[src/rtl/rv2t_machine_timer_access_if.sv]
// Request/response bundle between the CSR decode stage
// and the machine timer access block.
`ifndef XLEN
`define XLEN 32
`endif

interface rv2t_machine_timer_access_if;
  logic             req_valid;
  logic             req_ready;
  logic             req_write;
  logic [1:0]       req_addr;
  logic [`XLEN-1:0] req_wdata;
  logic             rsp_valid;
  logic [`XLEN-1:0] rsp_rdata;
  logic             rsp_err;

  modport master (
    output req_valid, req_write, req_addr, req_wdata,
    input  req_ready, rsp_valid, rsp_rdata, rsp_err
  );

  modport slave (
    input  req_valid, req_write, req_addr, req_wdata,
    output req_ready, rsp_valid, rsp_rdata, rsp_err
  );
endinterface

[src/rtl/rv2t_machine_timer_access.sv]
// Machine timer register access: strobes, parked read address, irq.
// MTIMECMP_ATOMIC_WRITE_EN: buffer mtimecmp_lo, commit both on hi write.
`ifndef XLEN
`define XLEN 32
`endif

module rv2t_machine_timer_access #(
  parameter logic [1:0] IDLE_READ_ADDR = 2'b10
) (
  input  logic                 clk,
  input  logic                 reset_n,
  input  logic                 sync_reset,
  rv2t_machine_timer_access_if.slave bus,
  output logic                 load_mtimecmp_low,
  output logic                 load_mtimecmp_high,
  output logic [`XLEN-1:0]     mtimecmp_write_data,
  output logic [1:0]           reg_read_addr,
  input  logic [`XLEN-1:0]     reg_read_data,
  input  logic                 timer_triggered,
  input  logic                 mtie,
  output logic                 timer_irq
);

`ifdef MTIMECMP_ATOMIC_WRITE_EN
  typedef enum logic [2:0] {
    IDLE, RD_ISSUE, RD_CAPTURE, WR_COMMIT, WR_HIGH
  } state_t;
  logic [`XLEN-1:0] lo_buf;
  logic [`XLEN-1:0] hi_buf;
`else
  typedef enum logic [1:0] {
    IDLE, RD_ISSUE, RD_CAPTURE, WR_COMMIT
  } state_t;
`endif

  state_t state;
  logic   mask;
  logic   err_pend;

  always_ff @(posedge clk or negedge reset_n) begin
    if (!reset_n) begin
      state               <= IDLE;
      bus.req_ready       <= 1'b1;
      bus.rsp_valid       <= 1'b0;
      bus.rsp_rdata       <= '0;
      bus.rsp_err         <= 1'b0;
      load_mtimecmp_low   <= 1'b0;
      load_mtimecmp_high  <= 1'b0;
      mtimecmp_write_data <= '0;
      reg_read_addr       <= IDLE_READ_ADDR;
      timer_irq           <= 1'b0;
      mask                <= 1'b0;
      err_pend            <= 1'b0;
`ifdef MTIMECMP_ATOMIC_WRITE_EN
      lo_buf              <= '0;
      hi_buf              <= '0;
`endif
    end else if (sync_reset) begin
      state               <= IDLE;
      bus.req_ready       <= 1'b1;
      bus.rsp_valid       <= 1'b0;
      bus.rsp_rdata       <= '0;
      bus.rsp_err         <= 1'b0;
      load_mtimecmp_low   <= 1'b0;
      load_mtimecmp_high  <= 1'b0;
      mtimecmp_write_data <= '0;
      reg_read_addr       <= IDLE_READ_ADDR;
      timer_irq           <= 1'b0;
      mask                <= 1'b0;
      err_pend            <= 1'b0;
`ifdef MTIMECMP_ATOMIC_WRITE_EN
      lo_buf              <= '0;
      hi_buf              <= '0;
`endif
    end else begin
      // mask hides the trigger the timer has not yet cleared after a load
      timer_irq     <= timer_triggered & mtie & ~mask;
      bus.rsp_valid <= 1'b0;
      unique case (state)
        IDLE: begin
          if (bus.req_valid) begin
            bus.req_ready <= 1'b0;
            unique case (1'b1)
              !bus.req_write: begin
                reg_read_addr <= bus.req_addr;
                state         <= RD_ISSUE;
              end
              bus.req_write && !bus.req_addr[1]: begin
                err_pend <= 1'b1;
                state    <= WR_COMMIT;
              end
              bus.req_write && bus.req_addr[1]: begin
                err_pend <= 1'b0;
                state    <= WR_COMMIT;
`ifdef MTIMECMP_ATOMIC_WRITE_EN
                if (!bus.req_addr[0]) begin
                  lo_buf <= bus.req_wdata;
                end else begin
                  load_mtimecmp_low   <= 1'b1;
                  mtimecmp_write_data <= lo_buf;
                  hi_buf              <= bus.req_wdata;
                  mask                <= 1'b1;
                  state               <= WR_HIGH;
                end
`else
                load_mtimecmp_low   <= ~bus.req_addr[0];
                load_mtimecmp_high  <= bus.req_addr[0];
                mtimecmp_write_data <= bus.req_wdata;
                mask                <= 1'b1;
`endif
              end
            endcase
          end
        end
        // park the address so only RD_ISSUE of addr 0 refreshes mtime_hi
        RD_ISSUE: begin
          reg_read_addr <= IDLE_READ_ADDR;
          state         <= RD_CAPTURE;
        end
        RD_CAPTURE: begin
          bus.rsp_rdata <= reg_read_data;
          bus.rsp_valid <= 1'b1;
          bus.rsp_err   <= 1'b0;
          bus.req_ready <= 1'b1;
          reg_read_addr <= IDLE_READ_ADDR;
          state         <= IDLE;
        end
`ifdef MTIMECMP_ATOMIC_WRITE_EN
        WR_HIGH: begin
          load_mtimecmp_low   <= 1'b0;
          load_mtimecmp_high  <= 1'b1;
          mtimecmp_write_data <= hi_buf;
          state               <= WR_COMMIT;
        end
`endif
        WR_COMMIT: begin
          load_mtimecmp_low  <= 1'b0;
          load_mtimecmp_high <= 1'b0;
          mask               <= 1'b0;
          bus.rsp_valid      <= 1'b1;
          bus.rsp_rdata      <= '0;
          bus.rsp_err        <= err_pend;
          bus.req_ready      <= 1'b1;
          state              <= IDLE;
        end
        default: state <= IDLE;
      endcase
    end
  end

endmodule
[src/flat_wrapper.sv]
// flat-port wrapper written by rule: the top's interface ports become plain ports
module rv2t_machine_timer_access_flat 
#(
  parameter logic [1:0] IDLE_READ_ADDR = 2'b10
)
  (clk, reset_n, sync_reset, load_mtimecmp_low, load_mtimecmp_high, mtimecmp_write_data, reg_read_addr, reg_read_data, timer_triggered, mtie, timer_irq, bus_req_valid, bus_req_write, bus_req_addr, bus_req_wdata, bus_req_ready, bus_rsp_valid, bus_rsp_rdata, bus_rsp_err);
  rv2t_machine_timer_access_if bus_i ();
  input  logic clk;
  input  logic reset_n;
  input  logic sync_reset;
  output logic load_mtimecmp_low;
  output logic load_mtimecmp_high;
  output logic [`XLEN-1:0] mtimecmp_write_data;
  output logic [1:0] reg_read_addr;
  input  logic [`XLEN-1:0] reg_read_data;
  input  logic timer_triggered;
  input  logic mtie;
  output logic timer_irq;
  input wire logic [$bits(bus_i.req_valid)-1:0] bus_req_valid;
  input wire logic [$bits(bus_i.req_write)-1:0] bus_req_write;
  input wire logic [$bits(bus_i.req_addr)-1:0] bus_req_addr;
  input wire logic [$bits(bus_i.req_wdata)-1:0] bus_req_wdata;
  output wire logic [$bits(bus_i.req_ready)-1:0] bus_req_ready;
  output wire logic [$bits(bus_i.rsp_valid)-1:0] bus_rsp_valid;
  output wire logic [$bits(bus_i.rsp_rdata)-1:0] bus_rsp_rdata;
  output wire logic [$bits(bus_i.rsp_err)-1:0] bus_rsp_err;
  assign bus_i.req_valid = bus_req_valid;
  assign bus_i.req_write = bus_req_write;
  assign bus_i.req_addr = bus_req_addr;
  assign bus_i.req_wdata = bus_req_wdata;
  assign bus_req_ready = bus_i.req_ready;
  assign bus_rsp_valid = bus_i.rsp_valid;
  assign bus_rsp_rdata = bus_i.rsp_rdata;
  assign bus_rsp_err = bus_i.rsp_err;
  rv2t_machine_timer_access #(.IDLE_READ_ADDR(IDLE_READ_ADDR)) u_core (.clk(clk), .reset_n(reset_n), .sync_reset(sync_reset), .bus(bus_i), .load_mtimecmp_low(load_mtimecmp_low), .load_mtimecmp_high(load_mtimecmp_high), .mtimecmp_write_data(mtimecmp_write_data), .reg_read_addr(reg_read_addr), .reg_read_data(reg_read_data), .timer_triggered(timer_triggered), .mtie(mtie), .timer_irq(timer_irq));
endmodule
[config.mk]
export PLATFORM = sky130hd
export DESIGN_NAME = rv2t_machine_timer_access_flat
export DESIGN_NICKNAME = d
export VERILOG_FILES = /design/src/rtl/rv2t_machine_timer_access_if.sv /design/src/rtl/rv2t_machine_timer_access.sv /design/src/flat_wrapper.sv
export SDC_FILE = /design/constraint.sdc
export NUM_CORES = 1
export LEC_CHECK = 0
export ABC_AREA = 1
export CAP_MARGIN = 20
export CORE_MARGIN = 2
export CORE_UTILIZATION = 43
export CTS_BUF_LIST = sky130_fd_sc_hd__clkbuf_4 sky130_fd_sc_hd__clkbuf_8
export CTS_CLUSTER_DIAMETER = 60
export DETAILED_ROUTE_END_ITERATION = 8
export PLACE_DENSITY = 0.82
export SYNTH_ARGS = -nofsm -noshare
export SYNTH_HDL_FRONTEND = slang
export SYNTH_SLANG_ARGS = --single-unit
[constraint.sdc]
create_clock -name clk -period 2.2 [get_ports clk]
set_clock_uncertainty 0.2 [all_clocks]
set_input_delay 0.33 -clock clk [delete_from_list [all_inputs] [get_ports clk]]
set_output_delay 0.33 -clock clk [all_outputs]
set_load 0.005 [all_outputs]
==> reports/metrics.csv <==
stage;metric;value;unit
finish;fin_util;0.691;
cts;postCtsSetupRepairBufs;0;
power;p_leak;0.00239;uW
synth;synthCells;354;
power;ir_drop;0.452;mV
timing;relSlewSlack;0.727;
floorplanning;fp-row-count;31;
cts;clock-sinks;76;
worst_setup_path;crit_required;2.26;ns
power;p_per_area;820;nW/um^2
worst_setup_path;critPathLaunchType;flop;
finish;drive_gt1_frac;0.129;
drt;drt_drc_violations_left;0;
worst_setup_path;crit_type;flop to flop;
job;max_cap_violations;0;
status;status;finished, final reports clean;
cts;clk-insertion-delay-late;0.33;ns
worst_setup_path;ff2ff_path_depth;8;
power;pwr-share-seq;0.414;
drt;drt_iter0_markers;196;
synth;synth_nets;431;
synth;ys_top_cells_by_area;dfrtp_1, nand2_1, o21ai_2;
synth;ys_async_sr_fraction;1.00;
synth;avgSynthCellArea;9.35;sq um
worst_setup_path;cp-end-kind;flop;
hold_path;hold_depth;1;
timing;period_needed;1.91;ns
power;sw_frac_of_total;0.266;
hold_path;worstHoldPathType;flop to flop;
synth;netlist-cell-type-count;19;
worst_setup_path;crit_arrival;1.97;ns
synth;synth_edf_count;0;
timing;holdWs;0.221;ns
power;p_sw;1110;uW
synth;seq_area_frac_synth;0.575;
synth;synth-seq-cells;76;
timing;slew_violations;0;
global_routing;grt_util_met2;0.369;
power;p_int;3060;uW
cts;root_buffer;clkbuf_8;
drt;wl;8610;um
drt;route.detailed.wl_per_inst;14.3;um
global_routing;antenna_found_initial;0;
timing;rsz0062_at_grt;false;
finish;syn_to_final_growth;54.0;%
timing;setup_viol;0;
cts;h-tree-depth;3;
power;p_comb_frac;0.271;
finish;n_antenna_cell;0;
synth;synthTopCellsByCount;nand2_1, dfrtp_1, nand3_1, o21ai_2, buf_2;
cts;clk_path_buf_depth;2;
synth;netlist_area;3310;sq um
floorplanning;dieArea;8410;sq um
power;clkPwrFrac;0.315;
timing;hold_viol;0;
floorplanning;initial_core_util;0.449;
drt;vias_per_cell;4.81;
global_routing;grt_pass1_wl;14100;um
drt;detail-route-antenna-nets;0;
worst_setup_path;r2r_setup_slack;0.29;ns
cts;cts_tree;built;
global_routing;top_usage_layer;met2;
synth;synth_top_area_cell;dfrtp_1;
timing;setup_ws;0.292;ns
place;pre_cts_ws;0.209;ns
drt;vias;2891;
global_routing;met1_usage;0.260;
floorplanning;die_w;91.7;um
worst_setup_path;cp_max_fo;64;
synth;yosysMostFrequentCell;nand2_1;
timing;min_period_over_period;0.867;
global_routing;grt_max_degree;65;
floorplanning;ios;145;
place;hpwlAfterDp;6180;um
drt;drt_pass1_iterations;4;
timing;max_freq;524;MHz
place;gp_congestion;0.831;
timing;finalSetupTns;0;ns
floorplanning;core-area;7370;sq um
cts;clk_pin_slew;0.08;ns
timing;tightest_slew;0.409;ns
floorplanning;die_h;91.7;um
finish;nets;574;
synth;yosysTopAreaCellShare;0.560;
synth;yosys_warnings;0;
global_routing;grt.met3_usage;0.0435;
finish;fillers;586;
place;portBuffers;144;
global_routing;grt_pass1_vias;2870;
global_routing;grt.total_usage;0.210;
cts;cts_inserted_buffers;9;
synth;synth_flop_cell;dfrtp_1;
global_routing;grt_overflow;0;
## power by group through the flow
stage	Clock, uW	Combinational (uW)	Sequential, uW
global route	1410	1240	1750
CTS	1350	1150	1730
floorplan	0	469	1760
detailed placement	0	1140	1750
global placement	0	1110	1740
finish	1310	1130	1730
## flip-flops by register name, summed over array words and instances, names as in the netlist
register	flops
u_core.timer_irq	1
u_core.load_mtimecmp_low	1
u_core.bus.rsp_valid	1
u_core.bus.rsp_err	1
u_core.state	2
u_core.err_pend	1
u_core.mtimecmp_write_data	32
u_core.bus.rsp_rdata	32
u_core.bus.req_ready	1
u_core.load_mtimecmp_high	1
u_core.reg_read_addr	2
u_core.mask	1
## stage by stage
step	cells	cell area, sq um	power, uW
floorplan	354	3310	2230
global placement	584	4830	2860
detailed placement	584	4830	2890
CTS	601	5090	4220
global route	601	5090	4410
finish	601	5090	4180
## per-layer routing
metal	up-vias	share of wire	routed length, um
li1	1424	-	-
met1	1375	0.41	3570
met2	84	0.54	4620
met3	8	0.036	306
met4	0	0.014	119
met5	-	0	0
## final timing paths
check                                      from                              to
worst max register to register  u_core.state[0]   u_core.mtimecmp_write_data[3]
worst min register to register      u_core.mask                u_core.timer_irq
min in group asynchronous               reset_n  u_core.mtimecmp_write_data[19]
max in group asynchronous               reset_n         u_core.reg_read_addr[1]
worst max-delay path            u_core.state[0]   u_core.mtimecmp_write_data[3]
worst min-delay path                u_core.mask                u_core.timer_irq
## what timing repair did
| action | CTS | global route |
|---|---|---|
| endpoints found under the setup margin | 0 | 0 |
| hold buffers | 1 | 0 |
| resized for setup | 0 | 0 |
| hold endpoints to repair | 27 | 0 |
## placed cells by master (no fill, tap or decap), drive strengths merged, types with 7 or more instances in the layout
cell type	instances
nand3	40
o21ai	36
nand2	149
nor2	11
inv	7
buf	9
clkdlybuf4s50	143
dfrtp	74
clkbuf	12
## worst max-delay path: stages, from the launching register on
cell,delay (ns)
dfrtp_1,0.43
inv_1,0.09
ha_1,0.24
nor2_1,0.18
nor2_1,0.10
nand2_4,0.07
buf_12,0.28
nand2_1,0.13
o21ai_2,0.08
## logic make-up after synthesis
family | synth area share
buffers and inverters | 0.0537
flip-flops | 0.575
adder cells (fa/ha/maj) | 0.0151
AND/OR/NAND/NOR | 0.265
AO/OA/AOI/OAI | 0.0907
## area by class of cell
| cell class | count | area, sq um | area share |
|---|---|---|---|
| inverter | 7 | 26.3 | 0.00516 |
| timing repair buffer | 153 | 1560 | 0.306 |
| tap | 99 | 124 | 0.0243 |
| clock buffer | 12 | 159 | 0.0312 |
| clock inverter | 4 | 95.1 | 0.0187 |
| sequential | 76 | 1900 | 0.374 |
| multi-input combinational | 250 | 1230 | 0.241 |
Note: power is estimated with default switching activity, not from simulation.
==> patch, RTL diff (same flow settings) <==
Add a define of `MTIMECMP_ATOMIC_WRITE_EN`.
--- a/src/rtl/rv2t_machine_timer_access.sv
+++ b/src/rtl/rv2t_machine_timer_access.sv
@@ -2,2 +2,4 @@
 // MTIMECMP_ATOMIC_WRITE_EN: buffer mtimecmp_lo, commit both on hi write.
+`define MTIMECMP_ATOMIC_WRITE_EN
+
 `ifndef XLEN
Check against the original RTL: not equivalent (a bounded check fails within 4 cycles, from zero or initial values and one cycle with reset_n low).
==> patch against the original RTL <==
- setup slack lost 0.15 ns
- largest cell class unchanged
- design area is 65% higher
- count of clock-buffer cells in the layout up 6
- largest power group unchanged
- total power rose by 45%
- synthesized area grew 91%
- routed wire length is 86% higher
- critical path type is now reg -> out
- sequential cell count increased by 65
==> patch: results (changes against the original RTL) <==
PWR.GROUP.COMBINATIONAL_mW=1.05  # -7%
WORST-ENDPOINT-ARRIVAL_NS=1.52  # -0.45 ns
DRIVE_ABOVE_1_SHARE_PCT=8.19  # -4.8 points
POST_SYNTH_NUM_CELL_TYPES=25  # +6
CRIT_PATH_TOP_DELAY_CELL='sky130_fd_sc_hd__dfstp_2'
CRITPATHMAXFANOUT=2  # -97%
YS_TOP_CELLS_BY_AREA='sky130_fd_sc_hd__dfrtp_1 55%, sky130_fd_sc_hd__nand2_1 18%, sky130_fd_sc_hd__nand3_1 7.8%'
CRIT_FAMILY='flip-flops'
WORST_IR_DROP_VDD_uV=408  # -9.8%
MULTI_INPUT_COMBINATIONAL_AREA_SHARE_PCT=28.8  # +4.7 points
OUTCOME='finished clean'
CRITICAL-PATH-MAX-STAGE-DELAY_NS=0.53  # +0.10 ns
PLACEDCELLCOUNT=1051  # +80%
NUMBER_OF_LOGIC_INVERTERS_IN_THE_FINISHED_LAYOUT=22  # +15
VIA_PER_INST=5.18  # +7.7%
SLEW_HEADROOM_PCT=53.8  # -19 points
NUMBER_OF_GLOBAL_ROUTE_VIAS_BEFORE_REPAIR=5345  # +86%
LAYOUT.FILLER_CELLS=1279  # +120%
GLOBAL_ROUTE.USAGE.MET1_PCT=28.6  # +2.6 points
WIRE_LENGTH_OF_THE_FIRST_GLOBAL_ROUTING_PASS_MM=26.6  # +88%
SYNTH.AVG_CELL_AREA_SQ_UM=8.38  # -10%
YOSYSSEQAREASHARE_PCT=55.8  # -1.8 points
MULTIINPUTCOMBCELLCOUNT=539  # +120%
GRT_MAX_DEGREE=50  # -23%
NON_CLOCK_BUFFER_COUNT=169  # +10%
DESIGN.FINAL.NETS=963  # +68%
GRT_UTIL_MET2_PCT=33.2  # -3.8 points
MET2ROUTEDLENGTH_MM=7.71  # +67%
POWER_DENSITY_nW_PER_UM2=720  # -12%
DP_HPWL_MM=10.5  # +69%
SYNTHESIS.NETS=829  # +92%
CTS.SINKS=141  # +86%
PLACED_CELL_AREA_SQ_UM=7940  # +64%
FINAL.CLKBUF_COUNT=18  # +6
GRT.TOTAL_USAGE_PCT=20.9  # -0.090 points
FINAL-NONCLK-BUF-SHARE_PCT=20.5  # -10 points
FIN_CELLS=1087  # +81%
PRECTSSETUPSLACK_NS=0.0760  # -0.133 ns
HOLD_PATH.CLASS='in -> async'
CLKCELLAREAFRAC_PCT=4.88  # -0.11 points
==> patch: worst paths after layout <==
check	to	startpoint	depth (start not counted)	slack (ns)
max in group asynchronous	u_core.mtimecmp_write_data[19]	reset_n	3	0.99
setup reg to reg	u_core.lo_buf[5]	u_core.state[1]	6	0.36
hold / removal	u_core.mtimecmp_write_data[25]	reset_n	2	0.17
setup / recovery	bus_req_ready	u_core.bus.req_ready	1	0.15
hold reg to reg	u_core.timer_irq	u_core.mask	1	0.24
min in group clk	u_core.timer_irq	mtie	3	0.19
==> patch: metrics by stage <==
stage / utilization, % / hold slack, ns
after floorplan: - / -0.166
after global placement: 54.9 / 0.102
after detailed placement: 54.9 / 0.102
after CTS: 57.8 / 0.165
after global routing: 57.9 / 0.189
final: 57.9 / 0.167
==> patch: cell families after synthesis <==
group                  after synthesis  share of synthesized area (%)
buffers and inverters               76                           6.14
AOI/OAI and AO/OA                   83                           6.76
DFF                                141                           55.8
and+or+nand+nor                    456                           31.3
